===== src/rtl/fifo_rd_sched.sv =====
// Round-robin read-port scheduler for an async FIFO with a registered, id-tagged one-deep output stage.
// Optional empty-stall burst abort: define FIFO_RD_SCHED_TIMEOUT_EN.
module fifo_rd_sched #(
  parameter int NUM_REQ     = 2,
  parameter int DATA_WIDTH  = 8,
  parameter int LEN_W       = 4,
  parameter int TIMEOUT_CYC = 16
) (
  input  logic                     rclk,
  input  logic                     rrst_n,
  input  logic [NUM_REQ-1:0]       req,
  input  logic [NUM_REQ*LEN_W-1:0] req_len,
  output logic [NUM_REQ-1:0]       gnt,
  input  logic                     rempty,
  input  logic [DATA_WIDTH-1:0]    rdata,
  output logic                     rinc,
  output logic                     out_valid,
  input  logic                     out_ready,
  output logic [DATA_WIDTH-1:0]    out_data,
  output logic [1:0]               out_id,
  output logic                     out_last,
  output logic                     burst_abort
);

  typedef enum logic {IDLE, XFER} state_t;

  localparam logic [LEN_W:0] ONE = 1;

  state_t             state, state_nxt;
  logic [1:0]         rr_ptr, cur_id, pick_id, cand;
  logic               pick_valid;
  logic [LEN_W:0]     remaining;
  logic [LEN_W-1:0]   pick_len;
  logic [3:0]         req_pad, pick_oh;
  logic [4*LEN_W-1:0] len_pad;
  logic               grant_now, last_pop;

`ifdef FIFO_RD_SCHED_TIMEOUT_EN
  localparam int TO_W = $clog2(TIMEOUT_CYC + 1);
  logic [TO_W-1:0] stall_cnt;
  logic            timeout_hit, abort_now;
`endif

  // Requester vectors padded to the 4-slot maximum so indexing stays width-exact.
  always_comb begin
    req_pad = '0;
    req_pad[NUM_REQ-1:0] = req;
    len_pad = '0;
    len_pad[NUM_REQ*LEN_W-1:0] = req_len;
  end

  always_comb begin
    pick_valid = 1'b0;
    pick_id    = '0;
    cand       = '0;
    for (int unsigned i = 1; i <= NUM_REQ; i++) begin
      cand = 2'((32'(rr_ptr) + i) % NUM_REQ);
      if (!pick_valid && req_pad[cand]) begin
        pick_valid = 1'b1;
        pick_id    = cand;
      end
    end
    pick_oh = 4'b0001 << pick_id;
  end

  always_comb begin
    case (pick_id)
      2'd0:    pick_len = len_pad[0*LEN_W +: LEN_W];
      2'd1:    pick_len = len_pad[1*LEN_W +: LEN_W];
      2'd2:    pick_len = len_pad[2*LEN_W +: LEN_W];
      default: pick_len = len_pad[3*LEN_W +: LEN_W];
    endcase
  end

  assign rinc = (state == XFER) && !rempty && (!out_valid || out_ready);

  always_ff @(posedge rclk or negedge rrst_n) begin
    if (!rrst_n) state <= IDLE;
    else         state <= state_nxt;
  end

  always_comb begin
    state_nxt = state;
    grant_now = 1'b0;
    last_pop  = 1'b0;
`ifdef FIFO_RD_SCHED_TIMEOUT_EN
    abort_now = 1'b0;
`endif
    case (state)
      IDLE: begin
        if (pick_valid) begin
          grant_now = 1'b1;
          state_nxt = XFER;
        end
      end
      XFER: begin
        if (rinc && remaining == ONE) begin
          last_pop  = 1'b1;
          state_nxt = IDLE;
        end
`ifdef FIFO_RD_SCHED_TIMEOUT_EN
        else if (timeout_hit) begin
          abort_now = 1'b1;
          state_nxt = IDLE;
        end
`endif
      end
      default: state_nxt = IDLE;
    endcase
  end

  always_ff @(posedge rclk or negedge rrst_n) begin
    if (!rrst_n) begin
      gnt       <= '0;
      cur_id    <= '0;
      rr_ptr    <= 2'(NUM_REQ - 1);
      remaining <= '0;
      out_valid <= 1'b0;
      out_data  <= '0;
      out_id    <= '0;
      out_last  <= 1'b0;
    end else begin
      if (grant_now) begin
        gnt       <= pick_oh[NUM_REQ-1:0];
        cur_id    <= pick_id;
        remaining <= {1'b0, pick_len} + ONE;
      end
      if (rinc) remaining <= remaining - ONE;
      if (last_pop) begin
        gnt    <= '0;
        rr_ptr <= cur_id;
      end
`ifdef FIFO_RD_SCHED_TIMEOUT_EN
      if (abort_now) begin
        gnt       <= '0;
        rr_ptr    <= cur_id;
        remaining <= '0;
      end
`endif
      // Output stage drains on its own; it may still hold the last word after the FSM moves on.
      if (rinc) begin
        out_data  <= rdata;
        out_valid <= 1'b1;
        out_id    <= cur_id;
        out_last  <= (remaining == ONE);
      end else if (out_valid && out_ready) begin
        out_valid <= 1'b0;
      end
    end
  end

`ifdef FIFO_RD_SCHED_TIMEOUT_EN
  assign timeout_hit = (state == XFER) && rempty && (stall_cnt == TO_W'(TIMEOUT_CYC - 1));

  always_ff @(posedge rclk or negedge rrst_n) begin
    if (!rrst_n) begin
      stall_cnt   <= '0;
      burst_abort <= 1'b0;
    end else begin
      burst_abort <= abort_now;
      if (grant_now || rinc || abort_now)   stall_cnt <= '0;
      else if (state == XFER && rempty)     stall_cnt <= stall_cnt + TO_W'(1);
    end
  end
`else
  logic unused_timeout;
  assign unused_timeout = ^TIMEOUT_CYC;
  assign burst_abort    = 1'b0;
`endif

endmodule


===== config.mk =====
export PLATFORM = sky130hd
export DESIGN_NAME = fifo_rd_sched
export DESIGN_NICKNAME = d
export VERILOG_FILES = /design/src/rtl/fifo_rd_sched.sv
export SDC_FILE = /design/constraint.sdc
export NUM_CORES = 1
export LEC_CHECK = 0
export CAP_MARGIN = 20
export CELL_PAD_IN_SITES_DETAIL_PLACEMENT = 1
export CELL_PAD_IN_SITES_GLOBAL_PLACEMENT = 2
export CORE_ASPECT_RATIO = 0.6
export CORE_MARGIN = 2
export CORE_UTILIZATION = 24
export CTS_BUF_LIST = sky130_fd_sc_hd__clkbuf_2 sky130_fd_sc_hd__clkbuf_4 sky130_fd_sc_hd__clkbuf_8
export CTS_CLUSTER_DIAMETER = 60
export DETAILED_ROUTE_END_ITERATION = 12
export PLACE_DENSITY = 0.79
export SYNTH_ARGS = -nofsm -noshare
export SYNTH_HDL_FRONTEND = slang
export SYNTH_SLANG_ARGS = --single-unit

===== constraint.sdc =====
create_clock -name rclk -period 1.5 [get_ports rclk]
set_input_delay 0.375 -clock rclk [delete_from_list [all_inputs] [get_ports rclk]]
set_output_delay 0.375 -clock rclk [all_outputs]
set_load 0.01 [all_outputs]

=== Word level (Yosys, flattened, before mapping) ===
Cells that the tools add are included.

* Bits of input ports: 22
* Output and inout port bits: 16
* Register bits: 23

* Muxes and demuxes: 21
* Equality and inequality tests: 2
* Reduce and logical (&&, ||, !) cells: 13
* Add/subtract/negate cells: 4
* Shifts and indexed selects: 1
* Bitwise gates (word level): 1
* Order comparisons: 2

{| class="wikitable"
|+ Operators by type and width
! kind !! count
|-
| $mux W1 || 14
|-
| $mux W5 || 2
|-
| $pmux W4 S2 || 1
|-
| $lt A1 B3 Y1 const B || 2
|-
| $mux W2 || 3
|-
| $reduce_bool A2 Y1 || 3
|-
| $add A4 B1 Y5 const B || 1
|-
| $eq A5 B1 Y1 const B || 1
|-
| $logic_and A1 B1 Y1 || 5
|-
| $sub A5 B1 Y5 const B || 1
|-
| $logic_not A1 Y1 || 3
|-
| $add A1 B1 Y1 const B || 2
|-
| $eq A2 B1 Y1 const B || 1
|-
| $logic_not A2 Y1 || 1
|-
| $pmux W1 S2 || 1
|-
| $shl A1 B2 Y2 const A || 1
|-
| $logic_or A1 B1 Y1 || 1
|-
| $not A1 Y1 || 1
|}

=== Longest topological paths before layout ===
* Word-level depth: 12
* Depth in mapped cells: 6
* Mapped depth without buffers: 6

=== Least setup slack after synthesis ===
OpenSTA, ideal clock, no wires.

* Path kind: input-to-reg
* Start point: in req[1]
* End point: reg remaining[2]
* Data arrival time: 1522 ps
* Stages: 5
* Path slack: -116 ps
* Cell sequence: a21boi_4 > mux2_2 > ha_1 > xor2_1 > a221oi_2

* Word-level cells in the longest chain between the ends: 11

{| class="wikitable"
|+ Ends and longest elaborated chain
! item !! line !! source
|-
| from (decl) || 11 || <nowiki>input logic [NUM_REQ-1:0] req,</nowiki>
|-
| $mux W1 (implied by the code) (2 in series) || 58 || <nowiki>if (!pick_valid && req_pad[cand]) begin</nowiki>
|-
| $mux W1 || 58 ||
|-
| $logic_not A1 Y1 || 58 ||
|-
| $logic_and A1 B1 Y1 || 58 ||
|-
| $mux W2 || 58 ||
|-
| $eq A2 B1 Y1 or $logic_not A2 Y1 (tied branches) || 67 || <nowiki>case (pick_id)</nowiki>
|-
| $pmux W4 S2 || 67 ||
|-
| $add A4 B1 Y5 || 126 || <nowiki>remaining <= {1'b0, pick_len} + ONE;</nowiki>
|-
| $mux W5 || 123 || <nowiki>if (grant_now) begin</nowiki>
|-
| $mux W5 || 128 || <nowiki>if (rinc) remaining <= remaining - ONE;</nowiki>
|-
| to (signal assigned) || 126 ||
|-
| to (signal assigned) || 128 ||
|-
| to (decl) || 32 || <nowiki>logic [LEN_W:0] remaining;</nowiki>
|}

Several ways; a longest one is shown, not always the timed one. The select of a mux whose other input is x is not followed.
A chain may end at the register's enable or synchronous reset.

=== Worst setup path in the final report ===
* Start point: reg rr_ptr[0]
* End point: reg remaining[2]

* Word-level cells in the longest chain between the ends: 12

{| class="wikitable"
|+ Ends and longest elaborated chain
! item !! line !! source
|-
| from (decl) || 30 || <nowiki>logic [1:0] rr_ptr, cur_id, pick_id, cand;</nowiki>
|-
| from (signal assigned) || 116 || <nowiki>rr_ptr <= 2'(NUM_REQ - 1);</nowiki>
|-
| from (signal assigned) || 131 || <nowiki>rr_ptr <= cur_id;</nowiki>
|-
| $add A1 B1 Y1 || 57 || <nowiki>cand = 2'((32'(rr_ptr) + i) % NUM_REQ);</nowiki>
|-
| $mux W1 (implied by the code) (2 in series) || 58 ||
|-
| $mux W1 || 58 ||
|-
| $logic_not A1 Y1 || 58 ||
|-
| $logic_and A1 B1 Y1 || 58 ||
|-
| $mux W2 || 58 ||
|-
| $eq A2 B1 Y1 or $logic_not A2 Y1 (tied branches) || 67 ||
|-
| $pmux W4 S2 || 67 ||
|-
| $add A4 B1 Y5 || 126 ||
|-
| $mux W5 || 123 ||
|-
| $mux W5 || 128 ||
|}

Several ways; a longest one is shown, not always the timed one. The select of a mux whose other input is x is not followed.

==> out/metrics.cfg <==
[timing]
fin_crit_ps = 1610
setup_viol = 3
max_freq_mhz = 621.1
slew_viol_final = 0
hold_violations = 0
fin_hold_ws_ps = 444.9
fin_crit_sh = 1.073
rsz0062_at_grt = yes
setup_tns_ps = -148.7
finClkSkew_ps = 7.155
setup_slack_ps = -110.2

[critical_path]
max_stage_delay_ps = 570
crit_type = reg -> reg
crit_buf_inv = 0
critPathArrivalTime_ps = 1780
cp.required_ps = 1670
cp_top_family = flip-flops
cp_slowest_cell = dfstp_2
worstSetupStartpointType = flop
path_max_fanout = 3
path_cells = a21boi_4 > mux2_4 > ha_4 > xor2_1 > a221oi_2
crit_path_end_kind = flop
rrSetupSlack_ps = -110
r2r_start = rr_ptr[0]
startpoint = rr_ptr[0]

[global_route]
globalRouteTotalUtil = 0.1338
grt_pass1_vias = 1125
gr-total-overflow = 0
grt_start_max_net_pins = 22
grt_pass1_wl_um = 5444
antenna_found_initial = 0

[detailed_routing]
drtAntennaViolNets = 0
drt-initial-drc-count = 29
drcViolationCount = 0
wl_per_cell_um = 13.72
vias = 1025
dr.pass1.iters = 3
via_per_inst = 4.437
wirelength_um = 3170

[clock_network]
clockBufferDepth = 2
cts_root_buffer = clkbuf_8
cts.clk_slew.worst_paths_ps = 80
cts_made_buffers = 3
clkSinkCount = 21
cts.htree.levels = 1
cts_tree = done
insertion_delay_ps = 270
ctsHoldBuffers = 0

[floorplanning]
die_x_um = 90.85
die-area_sq_um = 5097
row_count = 18
core_sq_um = 4234
dieHeight_um = 56.11
ios = 38
start_util = 0.2565

[synthesis]
syn_inst = 114
ys_ff_latch = 21
ys_seq_area_frac = 0.4850
ys_warn_count = 0
syn_avg_cell_area_sq_um = 9.527
synth_area_sq_um = 1086
synthDistinctLibCells = 36

[placed_design]
place_area_sq_um = 1645
hpwl_um = 2477
port_buffers = 35
post-place-ws_ps = -612.0
gp_congestion = 0.8109

[finish]
area_delta_synth_final_pct = 59.56
drive_gt1_frac = 0.2398
fin_area_sq_um = 1733
layout.nets = 197
diodes = 0

[pwr]
p_per_area_nw_per_um2 = 1570
ir_drop_mv = 0.4846
cellLeakagePower_nw = 0.8803

[run_status]
violations = setup timing
status = finished with violations

[flow_run]
maxCapViolations = 0

[min_path]
hold_path.class = in -> async

==> flip-flops by register name, indices dropped and copies added (netlist names) <==
signal / count
cur_id: 1
gnt: 2
out_data: 8
out_id: 1
out_last: 1
out_valid: 1
remaining: 5
rr_ptr: 1
state: 1
==> kinds of logic after synthesis <==
| kind of cell | count (synthesis) | synth area share |
|---|---|---|
| and+or+nand+nor | 54 | 0.2293 |
| DFF | 21 | 0.4850 |
| AOI/OAI and AO/OA | 16 | 0.1164 |
| buffers and inverters | 9 | 0.04031 |
| muxes | 6 | 0.05875 |
| xor gates and xnor gates | 4 | 0.03226 |
| adders and majority gates | 3 | 0.03457 |
| other | 1 | 0.003453 |
==> synth_stat cells, drive strengths merged <==
cell     n  share of area
a21boi   1          0.017
a21o     2          0.014
a21oi    2         0.0092
a221oi   1          0.014
a31oi    1         0.0058
a32oi    1         0.0081
and2b    1         0.0092
and3     1         0.0058
and4b    1          0.013
buf      4          0.023
conb     1         0.0035
dfrtp   20           0.46
dfstp    1          0.024
ha       3          0.035
inv      5          0.017
mux2     3          0.031
mux2i    3          0.028
nand2   36           0.13
nand2b   2          0.012
nand3    2         0.0092
nor2     6          0.021
nor2b    1         0.0058
nor3     3          0.014
nor4bb   1         0.0092
o21ai    4          0.018
o21ba    1         0.0092
o21bai   1         0.0069
o221ai   1         0.0081
o22ai    1         0.0058
xnor2    2          0.016
xor2     2          0.016
==> through the flow <==
stage	total power, mW	instances	utilization
finish	2.721	231	0.4093
global route	2.939	231	0.4093
CTS	2.702	230	0.4048
detailed placement	2.351	224	0.3886
global placement	2.288	224	0.3886
floorplan	1.584	115	-
==> power breakdown <==
| group | leakage [nW] | switching, mW | internal, mW |
|---|---|---|---|
| logic | 0.604 | 0.673 | 0.710 |
| registers | 0.250 | 0.154 | 0.802 |
| clock network | 0.0255 | 0.196 | 0.186 |
==> routing by layer <==
layer,part of all wire,track usage,vias up
met5,0,0,-
met4,0.011,0.02597,0
met3,0.033,0.03252,4
met2,0.50,0.2463,12
met1,0.46,0.1604,516
li1,-,-,493
==> cells in the final DEF (no fill, tap or decap), types with 2 or more instances in the layout <==
master           instances
inv_1                    4
mux2i_1                  3
conb_1                   2
o21ai_0                  3
xor2_1                   2
xnor2_1                  2
nor2_1                   6
nand3_1                  2
mux2_4                   2
clkdlybuf4s50_1         17
clkbuf_8                 3
dlygate4sd2_1           17
buf_4                   20
nor3_1                   3
nand2_1                 35
dfrtp_1                 20
a21o_1                   2
==> worst paths after layout <==
path                            cells after the start           end
worst max register to register                      5  remaining[2]
worst max-delay path                                5  remaining[2]
min in group rclk                                   2   out_data[5]
worst min-delay path                                2   out_data[6]
worst min register to register                      2   out_data[5]
max in group asynchronous                           2     rr_ptr[0]
==> what timing repair did <==
item                       CTS  global route
gates resized for setup     28             2
buffers inserted             2             1
pin swaps                    4             4
setup endpoints to repair   22             4
==> final cells by class <==
| cell class | instances | area (sq um) |
|---|---|---|
| multi-input combinational | 85 | 568.0 |
| tap | 60 | 75.07 |
| clock inverter | 1 | 5.005 |
| inverter | 5 | 21.27 |
| clock buffer | 3 | 41.29 |
| fill | 527 | 2501 |
| timing repair buffer | 56 | 495.5 |
| sequential | 21 | 526.8 |
Power figures use the tool's default switching activity.
